File: config.mk
export PLATFORM = sky130hd
export DESIGN_NAME = multicycle_ctrl
export DESIGN_NICKNAME = d
export VERILOG_FILES = /design/src/rtl/ctrl_pkg.sv /design/src/rtl/ctrl_decode.sv /design/src/rtl/multicycle_ctrl.sv
export SDC_FILE = /design/constraint.sdc
export NUM_CORES = 1
export LEC_CHECK = 0
export CORE_ASPECT_RATIO = 1.75
export CORE_UTILIZATION = 50
export DETAILED_ROUTE_END_ITERATION = 8
export GPL_TIMING_DRIVEN = 0
export PLACE_DENSITY = 0.94
export REMOVE_ABC_BUFFERS = 1
export SYNTH_ARGS = -nofsm -noshare
export SYNTH_HDL_FRONTEND = slang
export SYNTH_HIERARCHICAL = 1
export SYNTH_SLANG_ARGS = --single-unit
File: constraint.sdc
create_clock -name CLK -period 5.75 [get_ports CLK]
set_clock_uncertainty 0.2 [all_clocks]
set_input_delay 0.575 -clock CLK [delete_from_list [all_inputs] [get_ports CLK]]
set_output_delay 0.575 -clock CLK [all_outputs]
set_load 0.03 [all_outputs]
File: src/rtl/ctrl_pkg.sv
// Shared encodings for the multi-cycle CPU control unit: FSM states,
// opcodes, instruction classes and datapath select codes.
package ctrl_pkg;

    typedef enum logic [2:0] {
        S_IF     = 3'b000,
        S_ID     = 3'b001,
        S_EXE_LS = 3'b010,
        S_MEM    = 3'b011,
        S_WB_LD  = 3'b100,
        S_EXE_BR = 3'b101,
        S_EXE_AL = 3'b110,
        S_WB_AL  = 3'b111
    } state_t;

    typedef enum logic [3:0] {
        C_ALU  = 4'd0,
        C_LW   = 4'd1,
        C_SW   = 4'd2,
        C_BEQ  = 4'd3,
        C_BNE  = 4'd4,
        C_BLTZ = 4'd5,
        C_J    = 4'd6,
        C_JR   = 4'd7,
        C_JAL  = 4'd8,
        C_HALT = 4'd9,
        C_ILL  = 4'd10
    } iclass_t;

    localparam logic [5:0] OP_ADD   = 6'b000000;
    localparam logic [5:0] OP_SUB   = 6'b000001;
    localparam logic [5:0] OP_ADDIU = 6'b000010;
    localparam logic [5:0] OP_AND   = 6'b010000;
    localparam logic [5:0] OP_ANDI  = 6'b010001;
    localparam logic [5:0] OP_ORI   = 6'b010010;
    localparam logic [5:0] OP_XORI  = 6'b010011;
    localparam logic [5:0] OP_SLL   = 6'b011000;
    localparam logic [5:0] OP_SLTI  = 6'b100110;
    localparam logic [5:0] OP_SLT   = 6'b100111;
    localparam logic [5:0] OP_SW    = 6'b110000;
    localparam logic [5:0] OP_LW    = 6'b110001;
    localparam logic [5:0] OP_BEQ   = 6'b110100;
    localparam logic [5:0] OP_BNE   = 6'b110101;
    localparam logic [5:0] OP_BLTZ  = 6'b110110;
    localparam logic [5:0] OP_J     = 6'b111000;
    localparam logic [5:0] OP_JR    = 6'b111001;
    localparam logic [5:0] OP_JAL   = 6'b111010;
    localparam logic [5:0] OP_HALT  = 6'b111111;

    localparam logic [2:0] ALU_ADD = 3'b000;
    localparam logic [2:0] ALU_SUB = 3'b001;
    localparam logic [2:0] ALU_SLL = 3'b010;
    localparam logic [2:0] ALU_OR  = 3'b011;
    localparam logic [2:0] ALU_AND = 3'b100;
    localparam logic [2:0] ALU_SLT = 3'b110;
    localparam logic [2:0] ALU_XOR = 3'b111;

    localparam logic [1:0] PCS_NEXT   = 2'b00;
    localparam logic [1:0] PCS_BRANCH = 2'b01;
    localparam logic [1:0] PCS_JR     = 2'b10;
    localparam logic [1:0] PCS_JUMP   = 2'b11;

    localparam logic [1:0] RD_RA = 2'b00;
    localparam logic [1:0] RD_RT = 2'b01;
    localparam logic [1:0] RD_RD = 2'b10;

endpackage

File: src/rtl/ctrl_decode.sv
// Combinational opcode decoder: instruction class plus the static datapath
// selects that hold for the whole life of an instruction.
module ctrl_decode
    import ctrl_pkg::*;
#(
    parameter int OP_W    = 6,
    parameter int ALUOP_W = 3
) (
    input  logic [OP_W-1:0]    op,
    output logic [3:0]         cls,
    output logic [ALUOP_W-1:0] aluOp,
    output logic               extSel,
    output logic               aluSrcA,
    output logic               aluSrcB,
    output logic [1:0]         regDst
);

    always_comb begin
        cls     = C_ILL;
        aluOp   = ALUOP_W'(ALU_ADD);
        extSel  = 1'b0;
        aluSrcA = 1'b0;
        aluSrcB = 1'b0;
        regDst  = RD_RA;
        case (op)
            OP_ADD:   begin cls = C_ALU; regDst = RD_RD; end
            OP_SUB:   begin cls = C_ALU; regDst = RD_RD; aluOp = ALUOP_W'(ALU_SUB); end
            OP_AND:   begin cls = C_ALU; regDst = RD_RD; aluOp = ALUOP_W'(ALU_AND); end
            OP_SLT:   begin cls = C_ALU; regDst = RD_RD; aluOp = ALUOP_W'(ALU_SLT); end
            OP_SLL:   begin cls = C_ALU; regDst = RD_RD; aluOp = ALUOP_W'(ALU_SLL); aluSrcA = 1'b1; end
            OP_ADDIU: begin cls = C_ALU; regDst = RD_RT; aluSrcB = 1'b1; extSel = 1'b1; end
            OP_SLTI:  begin cls = C_ALU; regDst = RD_RT; aluSrcB = 1'b1; extSel = 1'b1; aluOp = ALUOP_W'(ALU_SLT); end
            OP_ANDI:  begin cls = C_ALU; regDst = RD_RT; aluSrcB = 1'b1; aluOp = ALUOP_W'(ALU_AND); end
            OP_ORI:   begin cls = C_ALU; regDst = RD_RT; aluSrcB = 1'b1; aluOp = ALUOP_W'(ALU_OR); end
            OP_XORI:  begin cls = C_ALU; regDst = RD_RT; aluSrcB = 1'b1; aluOp = ALUOP_W'(ALU_XOR); end
            OP_LW:    begin cls = C_LW; regDst = RD_RT; aluSrcB = 1'b1; extSel = 1'b1; end
            OP_SW:    begin cls = C_SW; aluSrcB = 1'b1; extSel = 1'b1; end
            OP_BEQ:   begin cls = C_BEQ;  extSel = 1'b1; aluOp = ALUOP_W'(ALU_SUB); end
            OP_BNE:   begin cls = C_BNE;  extSel = 1'b1; aluOp = ALUOP_W'(ALU_SUB); end
            OP_BLTZ:  begin cls = C_BLTZ; extSel = 1'b1; aluOp = ALUOP_W'(ALU_SUB); end
            OP_J:     cls = C_J;
            OP_JR:    cls = C_JR;
            OP_JAL:   cls = C_JAL;
            OP_HALT:  cls = C_HALT;
            default:  cls = C_ILL;
        endcase
    end

endmodule

File: src/rtl/multicycle_ctrl.sv
// Moore control FSM for the multi-cycle CPU: IF/ID/EXE/MEM/WB sequencing,
// opcode latch and registered write/memory strobes.
module multicycle_ctrl
    import ctrl_pkg::*;
#(
    parameter int OP_W    = 6,
    parameter int ALUOP_W = 3
) (
    input  logic               CLK,
    input  logic               RST_n,
    input  logic [OP_W-1:0]    op,
    input  logic               zero,
    input  logic               sign,
    output logic [2:0]         state,
    output logic               PCWre,
    output logic               IRWre,
    output logic               RegWre,
    output logic               InsMemRW,
    output logic               mRD,
    output logic               mWR,
    output logic               ALUSrcA,
    output logic               ALUSrcB,
    output logic               DBDataSrc,
    output logic               WrRegDSrc,
    output logic [1:0]         RegDst,
    output logic               ExtSel,
    output logic [1:0]         PCSrc,
    output logic [ALUOP_W-1:0] ALUOp,
    output logic               Illegal
);

    state_t              cur, nxt;
    logic [OP_W-1:0]     opReg;
    logic [3:0]          clsBits;
    iclass_t             cls;
    logic [ALUOP_W-1:0]  decAluOp;
    logic                decExtSel, decSrcA, decSrcB;
    logic [1:0]          decRegDst;
    logic                brTaken;

    ctrl_decode #(.OP_W(OP_W), .ALUOP_W(ALUOP_W)) u_decode (
        .op      (opReg),
        .cls     (clsBits),
        .aluOp   (decAluOp),
        .extSel  (decExtSel),
        .aluSrcA (decSrcA),
        .aluSrcB (decSrcB),
        .regDst  (decRegDst)
    );

    assign cls   = iclass_t'(clsBits);
    assign state = cur;

    always_comb begin
        brTaken = 1'b0;
        case (cls)
            C_BEQ:   brTaken = zero;
            C_BNE:   brTaken = ~zero;
            C_BLTZ:  brTaken = sign;
            default: brTaken = 1'b0;
        endcase
    end

    always_comb begin
        nxt = cur;
        case (cur)
            S_IF: nxt = S_ID;
            S_ID: begin
                case (cls)
                    C_ALU:               nxt = S_EXE_AL;
                    C_LW, C_SW:          nxt = S_EXE_LS;
                    C_BEQ, C_BNE, C_BLTZ: nxt = S_EXE_BR;
                    C_HALT:              nxt = S_ID;
                    default:             nxt = S_IF;
                endcase
            end
            S_EXE_AL: nxt = S_WB_AL;
            S_WB_AL:  nxt = S_IF;
            S_EXE_LS: nxt = S_MEM;
            S_MEM:    nxt = (cls == C_LW) ? S_WB_LD : S_IF;
            S_WB_LD:  nxt = S_IF;
            S_EXE_BR: nxt = S_IF;
            default:  nxt = S_IF;
        endcase
    end

    // jal writes $31 in ID, before opReg holds it, so decode the raw op at the IF edge
    always_ff @(posedge CLK or negedge RST_n) begin
        if (!RST_n) begin
            cur    <= S_IF;
            opReg  <= '0;
            RegWre <= 1'b0;
            mRD    <= 1'b0;
            mWR    <= 1'b0;
        end else begin
            cur <= nxt;
            if (cur == S_IF)
                opReg <= op;
            RegWre <= (nxt == S_WB_AL) || (nxt == S_WB_LD) ||
                      ((cur == S_IF) && (op == OP_JAL));
            mRD    <= (nxt == S_MEM) && (cls == C_LW);
            mWR    <= (nxt == S_MEM) && (cls == C_SW);
        end
    end

    always_comb begin
        PCWre     = 1'b0;
        PCSrc     = PCS_NEXT;
        Illegal   = 1'b0;
        DBDataSrc = 1'b0;
        WrRegDSrc = 1'b0;
        ALUOp     = '0;
        ExtSel    = 1'b0;
        ALUSrcA   = 1'b0;
        ALUSrcB   = 1'b0;
        RegDst    = RD_RA;
        IRWre     = RST_n && (cur == S_IF);
        InsMemRW  = RST_n;
        if (cur != S_IF) begin
            ALUOp   = decAluOp;
            ExtSel  = decExtSel;
            ALUSrcA = decSrcA;
            ALUSrcB = decSrcB;
            RegDst  = decRegDst;
        end
        case (cur)
            S_ID: begin
                case (cls)
                    C_J, C_JAL: begin PCWre = 1'b1; PCSrc = PCS_JUMP; end
                    C_JR:       begin PCWre = 1'b1; PCSrc = PCS_JR; end
                    C_ILL:      begin PCWre = 1'b1; Illegal = 1'b1; end
                    default:    PCWre = 1'b0;
                endcase
            end
            S_WB_AL: begin PCWre = 1'b1; WrRegDSrc = 1'b1; end
            S_WB_LD: begin PCWre = 1'b1; WrRegDSrc = 1'b1; DBDataSrc = 1'b1; end
            S_MEM:    PCWre = (cls == C_SW);
            S_EXE_BR: begin
                PCWre = 1'b1;
                PCSrc = brTaken ? PCS_BRANCH : PCS_NEXT;
            end
            default: PCWre = 1'b0;
        endcase
    end

endmodule

==> impl_summary.md, run 1 <==
Setup path
The critical path depth is 7. The worst register-to-register path ends at state[2]. The sum of buffers and inverters on the critical path is 1.

Traced cell by cell, the critical path runs through nor2b_1 > nand2_1 > a21oi_1 > or4b_1 > a311oi_1 > o21a_1 > clkdlybuf4s50_1. In this run the register-to-register setup slack is between 2 and 3 ns. The highest net fanout along the worst path is 22. The required time of the critical path is 4.97 ns. In this design, the largest share of critical-path delay is due to compound AO/OA/AOI/OAI gates.

Data on the critical path arrives at its endpoint at between 3 and 4 ns. The cell with the largest stage delay on the worst path is sky130_fd_sc_hd__dfrtp_1. The critical path in this run is classified as register to output pin. The depth of the most critical reg-to-reg path is 7. The type of origin of the critical path is a register. The maximum single-stage delay on the critical path is 0.72 ns.

The origin of the critical flop-to-flop path is opReg[1]. The kind of end point of the critical path is an output pin.

Logic synthesis
The most area-hungry cell type in the Yosys netlist is sky130_fd_sc_hd__dfrtp_1. Yosys printed 6 warnings. Synthesis produced 149 cells.

The primary flip-flop cell chosen by synthesis mapping is sky130_fd_sc_hd__dfrtp_1. The synthesized design contains 0 enable-type register cells. Sorting the synthesized cells by area gives the leading types as sky130_fd_sc_hd__dfrtp_1 (25%), sky130_fd_sc_hd__nor2b_1 (7.3%), sky130_fd_sc_hd__mux2_1 (5.7%). The post-synthesis sequential element count is 12. The synthesized area is 0.001192 mm2.

After synthesis, the most frequently instantiated cells are sky130_fd_sc_hd__nor2b_1 (14), sky130_fd_sc_hd__dfrtp_1 (12), sky130_fd_sc_hd__nor2_1 (12). The most frequent cell after synthesis is sky130_fd_sc_hd__nor2b_1. In this run, distinct cell masters in the synthesized netlist total between 50 and 60.

A synthesized cell averages 8.003 um2. The synthesized design devotes to its leading area cell type roughly a quarter of total area. The share of the Yosys chip area taken by registers is 25.18%.

The proportion of synthesized flip-flops having asynchronous set or reset is 100.0%.

CTS
The largest buffer count on any clock path is 2. In this run, CTS created clock tree buffers numbering 3. Clock latency on the worst-skew pair, taken at its later pin, is 0.24 ns. In this run the number of H-tree levels came out at 1. TritonCTS built the clock tree.

Counting every sink on the clock net gives 12. The clock slew seen by the registers of the worst setup and hold paths is around 0.050 ns. The master cell of the clock root buffer is sky130_fd_sc_hd__clkbuf_8. The number of setup buffers added after CTS is 0. The number of buffers inserted for hold repair after clock tree synthesis is 0. The post-cts sizing count is 0.

Job
The tool flagged a number of max-cap violations equal to 0.

Floorplanning
The initial core utilization is 52.45%. 32 I/O pins were placed. The die height is 66.60 um. The die is 38.92 um wide.

The die covers 0.002592 mm2. Row generation in the floorplan step produced 23 rows. In this run the standard cell core region covers approximately 0.0023 mm2.

Cells and area
Summing all multi-input logic gate instances after layout gives 785.8 um2. Cells fill 65.88% of the core in the end. The post-route netlist has 6.471% of its cells at a drive strength greater than 1. The number of antenna diodes in the final layout is 0. At the end of the flow, the number of nets in the layout was approximately 180. The final-layout fill cell count is between 150 and 200. The sequential standard cell area is between 300 and 400 um2. The post-route cell area is 0.001498 mm2. The synthesis-to-layout area growth is 25.60%.

Global route
The initial antenna violation count is 0. Entering global routing, the biggest net connects 23 pins. The total overflow reported by the global router is 0. The first-pass GRT wire length is 5.250 mm. The number of global-route vias before repair is between 1,000 and 1,500.

The overall track demand over capacity in global routing is 28.14%.

Route
The detail route stage leaves a number of antenna-violating nets equal to 0. The total wire length is 3.103 mm. For this block, the initial DRC count from the detailed router was 39. In the routed design, unresolved DRC markers number 0. The detail-routed via count per cell is 6.164. The detailed router placed 1,202 vias in this run. The first detailed-routing pass took 4 iterations. The post-detailed-route wirelength per cell is ~16 um.

Timing
The final-report hold violation count is 0. Final hold analysis gives a worst-case slack of 0.4756 ns. The slew at the pin closest to its max-slew limit is 0.9986 ns. The number of endpoints failing setup at the final stage is 0.

Adding up every negative setup slack in the final design gives 0 ns. In this run the tightest slew margin relative to its limit is between 30% and 40%. Setup repair after global routing left no endpoint under its margin. The final critical delay including setup and external delays is approximately 4.4 ns. After layout, the worst path uses 76.90% of the clock period.

For this run, the top clock speed supported by timing is 226.1 MHz. The total count of max-transition violations in the final report is 0.

Min path
The startpoint of the worst hold path is state[0]. Along the worst hold path, the cell count comes to 1. The capture endpoint of the worst hold path is state[0].

The tightest min-delay check is of the register to register type.

Status
The flow ran to the end, and the final reports show no timing, DRC or antenna violations.

Placement
Once detailed placement completed, the half-perimeter wirelength came to 2.259 mm. The total cell area at the placement stage is about 0.0014 mm2. The final RePlAce weighted congestion is 0.8282. During placement, the flow inserted port buffers numbering 31.

Power
Dividing total power by cell area gives a power density of 700.0 mW/mm2. The post-layout total power is 1.048 mW. The maximum vdd ir drop is 0.6772 mV. Summed over all cells, the static leakage comes to around 0.55 nW.
-- worst max-delay path by stage --
stage / slack (ns) / to / from
detailed placement: 1.68 / PCSrc[0] / opReg[1]
global placement: 1.83 / PCSrc[0] / opReg[1]
global route: 1.12 / PCSrc[0] / opReg[1]
floorplan: 2.50 / PCSrc[1] / opReg[5]
finish: 1.33 / PCSrc[0] / opReg[1]
CTS: 1.39 / PCSrc[0] / opReg[1]
-- registers in the layout, summed over array words and instances (netlist names) --
register and cells:
opReg 6, state 3, RegWre 1, mRD 1
mWR 1
-- power by group --
part | total [mW] | switching, mW | leakage [nW] | internal [mW]
clock | 0.0921 | 0.0315 | 0.0288 | 0.0605
sequential | 0.221 | 0.104 | 0.150 | 0.117
combinational | 0.736 | 0.420 | 0.370 | 0.316
total | 1.05 | 0.555 | 0.549 | 0.493
-- placed cells by master, fill, tap and decap left out, drive strengths merged, types with 3 or more instances in the layout --
cell type / synthesis / final
nor3: 5 / 5
nor2: 14 / 14
a21oi: 8 / 8
nand2: 7 / 7
clkbuf: 2 / 4
nor2b: 14 / 14
o21ai: 12 / 12
clkdlybuf4s50: 0 / 31
nand2b: 9 / 9
or4b: 3 / 3
dfrtp: 12 / 12
mux2: 6 / 6
inv: 4 / 4
-- worst register-to-register path, delay by kind of cell, from the launching register on --
family / cells / cell delay (ns)
flip-flops: 1 / 0.72
AO/OA/AOI/OAI: 5 / 1.09
AND/OR/NAND/NOR: 2 / 0.74
-- kinds of logic (layout without fill, tap and decap cells) --
group / Yosys count / in the layout / synth area share [%]
and+or+nand+nor: 72 / 72 / 36.20
AOI/OAI and AO/OA: 38 / 38 / 21.72
buffers and inverters: 18 / 39 / 8.918
DFF: 12 / 12 / 25.18
muxes: 7 / 7 / 6.505
xor gates and xnor gates: 2 / 2 / 1.469
-- per-stage QoR --
step	std cells	worst slack (ns)
after floorplan	135	2.499
after global placement	191	1.832
after detailed placement	191	1.680
after CTS	195	1.394
after global routing	195	1.116
final	195	1.328
-- per-layer routing --
metal | global-route usage (%) | wire length, um | vias up
met2 | 52.50 | 1760 | 53
met3 | 3.667 | 131 | 9
met5 | 0 | 0 | -
met1 | 27.70 | 1107 | 560
met4 | 14.66 | 102 | 0
li1 | - | - | 580
-- layout make-up --
| type | count | area share [%] |
|---|---|---|
| Multi-Input combinational cell | 119 | 52.46 |
| Timing Repair Buffer | 31 | 20.72 |
| Sequential cell | 12 | 20.05 |
| Clock buffer | 4 | 3.676 |
| Tap cell | 25 | 2.089 |
| Inverter | 4 | 1.003 |
Note: power is estimated with default switching activity, not from simulation.
==> run 2, diff against run 1 <==
CORE_UTILIZATION = 48   (was 50)
PLACE_DENSITY = 0.91   (was 0.94)
clock period = 4.4 ns   (was 5.75 ns; I/O delays follow)
==> impl_summary.md, run 2 (synthesis results as in run 1) <==
Timing
The number of endpoints failing setup at the final stage is 0 (unchanged). The tightest slew margin relative to the limit is 32.02% (-1.0 points). Setup repair after global routing left no endpoint under its margin. The final critical path takes up 93.47% of the cycle. The total count of max-transition violations in the final report is 0 (unchanged). The final critical delay including setup and external delays is 4.113 ns.

For this run, the top clock speed supported by timing is 243.1 MHz. The final-report hold violation count was 0 (unchanged). The worst-case setup margin in the final layout is 0.2873 ns (-1.041 ns). The total negative slack for setup checks is 0 ns (unchanged).

The slew at the pin closest to its max-slew limit is 1.014 ns (+0.01565 ns). The worst hold margin is 0.3767 ns (-0.09891 ns).

Global route
The pin count of the biggest net entering global routing is 23 (unchanged). The first-pass GRT wire length is 5.037 mm (-4.1%). The initial antenna violation count was 0 (unchanged). The overall track demand over capacity in global routing was 26.72% (-1.4 points). The number of global-route vias before repair came to 1,148 (-3.9%). The total overflow reported by the global router came to 0 (unchanged).

CTS
The clock slew seen by the registers of the worst setup and hold paths was 0.05 ns (about the same). The clock tree from TritonCTS is yes. The TritonCTS sink count came to 12 (unchanged). The largest buffer count on any clock path is 2 (unchanged). The later-pin clock latency in the skew report is 0.24 ns (about the same). The number of clock buffers inserted by TritonCTS is 3 (unchanged). The maximum level of the CTS H-tree is 1 (unchanged). The master cell of the clock root buffer is sky130_fd_sc_hd__clkbuf_8.

Job
The count of maximum capacitance violations is 0 (unchanged).

Cells and area
Leaving out fill and tap cells, the most frequent cells in the layout are sky130_fd_sc_hd__clkdlybuf4s50_1 (31), sky130_fd_sc_hd__nor2b_1 (14), sky130_fd_sc_hd__dfrtp_1 (12), sky130_fd_sc_hd__nor2_1 (12), sky130_fd_sc_hd__o21ai_0 (10). The synthesis-to-layout area growth is 25.92%. The library cell used most frequently in the layout, excluding fill and tap cells, is sky130_fd_sc_hd__clkdlybuf4s50_1. The post-route cell area was 0.001501 mm2 (+0.25%). The register with the most flip-flops in the final layout is opReg. The final net count came to 181 (unchanged).

The fraction of final layout cells with drive strength greater than 1 came to 7.059% (+0.59 points). The number of antenna cells inserted came to 0 (unchanged). The number of flip-flops in the largest register is 6 (unchanged).

Route
The DRC violations left is 0 (unchanged). The detail-routed via count per cell is 6.369 (+3.3%). The total wire length was 3.149 mm (+1.5%). The number of nets still failing antenna checks after routing is 0 (unchanged). The number of vias after detailed routing was 1,242 (+3.3%). The first-pass iteration count of the detailed router is 4 (unchanged). The post-detailed-route wirelength per cell is 16.15 um (+1.5%). The violation count after the first detailed-route iteration came to 30 (-23%).

Floorplanning
The placement row count came to 23 (unchanged). The initial core utilization was 51.15% (-1.3 points). The die outline area came to 0.002695 mm2 (+4.0%). The floorplan core area is 0.002331 mm2 (+2.5%).

The die height is 67.94 um (+2.0%). The die width is 39.68 um (+2.0%). The I/O pin count is 32 (unchanged).

Placement
The total cell area at the placement stage is 0.001443 mm2 (unchanged). The detailed-placement wirelength estimate came to 2.363 mm (+4.6%). The post-placement worst setup slack is 0.5252 ns (-1.155 ns). The number of input and output port buffers inserted came to 31 (unchanged). The final RePlAce weighted congestion is 0.8585 (+3.7%).

Power
The reported leakage power is 0.5487 nW (about the same). The maximum vdd ir drop is 0.5895 mV (-13%). The power density normalized to cell area was 912.3 mW/mm2 (+30%). The post-layout total power is 1.370 mW (+31%).

Status
The flow ran to the end, and the final reports show no timing, DRC or antenna violations.

Setup path
The type of origin of the critical path is a register. The critical path arrival is 3.47 ns (-0.18 ns). The highest net fanout along the worst path was 22 (unchanged). The required time of the critical path came to 3.76 ns (-1.21 ns).

The kind of end point of the critical path is an output pin. The kind of critical path is register to output pin.

Min path
The min-delay analysis places its worst path in the category input port to asynchronous set/reset pin.
==> run 2: cell count changes in the layout (fill, tap and decap cells not counted) <==
cell                      before  now
sky130_fd_sc_hd__a21oi_1       8    7
sky130_fd_sc_hd__a21oi_2       0    1
==> run 2: final timing paths <==
path                            slack, ns  endpoint      from  cells after the start
worst max-delay path                 0.29  PCSrc[0]  opReg[1]                      8
worst min-delay path                 0.38  state[1]     RST_n                      1
worst max register to register       1.55  state[2]  opReg[1]                      7
worst min register to register       0.47  state[0]  state[0]                      1
max in group asynchronous            3.24  opReg[4]     RST_n                      1
min in group CLK                     0.47  state[0]  state[0]                      1
==> run 2: per-stage QoR <==
stage          std cells  utilization, %
5_1_grt              195           64.41
6_report             195           64.41
3_3_place_gp         191           61.89
3_5_place_dp         191           61.89
2_1_floorplan        135               -
4_1_cts              195           64.25
==> run 2: timing repair <==
action / 4_1_cts / 5_1_grt
buffers inserted: 0 / 0
resized for setup: 0 / 1
setup endpoints to repair: 0 / 1
hold buffers: 0 / 0
==> run 2: final cells by class <==
type / count / area (um2)
Fill cell: 203 / 829.5
Multi-Input combinational cell: 119 / 789.5
Timing Repair Buffer: 31 / 310.3
Sequential cell: 12 / 300.3
Clock buffer: 4 / 55.05
Tap cell: 25 / 31.28
Inverter: 4 / 15.01
==> run 2: worst max-delay path, cell delays in order (launching register included) <==
cell,delay (ns)
sky130_fd_sc_hd__dfrtp_1,0.72
sky130_fd_sc_hd__nand2b_1,0.19
sky130_fd_sc_hd__o22ai_1,0.25
sky130_fd_sc_hd__a211oi_1,0.09
sky130_fd_sc_hd__o211a_1,0.40
sky130_fd_sc_hd__or4b_1,0.55
sky130_fd_sc_hd__a311oi_1,0.24
sky130_fd_sc_hd__o21a_1,0.14
sky130_fd_sc_hd__clkdlybuf4s50_1,0.66
==> run 2: metal layers <==
| metal | share of wire [%] | vias up | wire length, um | track usage [%] |
|---|---|---|---|---|
| met4 | 2.8 | 0 | 89 | 14.22 |
| met2 | 59 | 57 | 1861 | 50.41 |
| met5 | 0 | - | 0 | 0 |
| met1 | 34 | 598 | 1061 | 26.39 |
| li1 | - | 578 | - | - |
| met3 | 4.3 | 9 | 136 | 2.597 |
==> run 2: power by group <==
group	total, mW	switching, mW	internal, mW
registers	0.288	0.135	0.153
logic	0.962	0.549	0.413
clock network	0.120	0.0406	0.0790
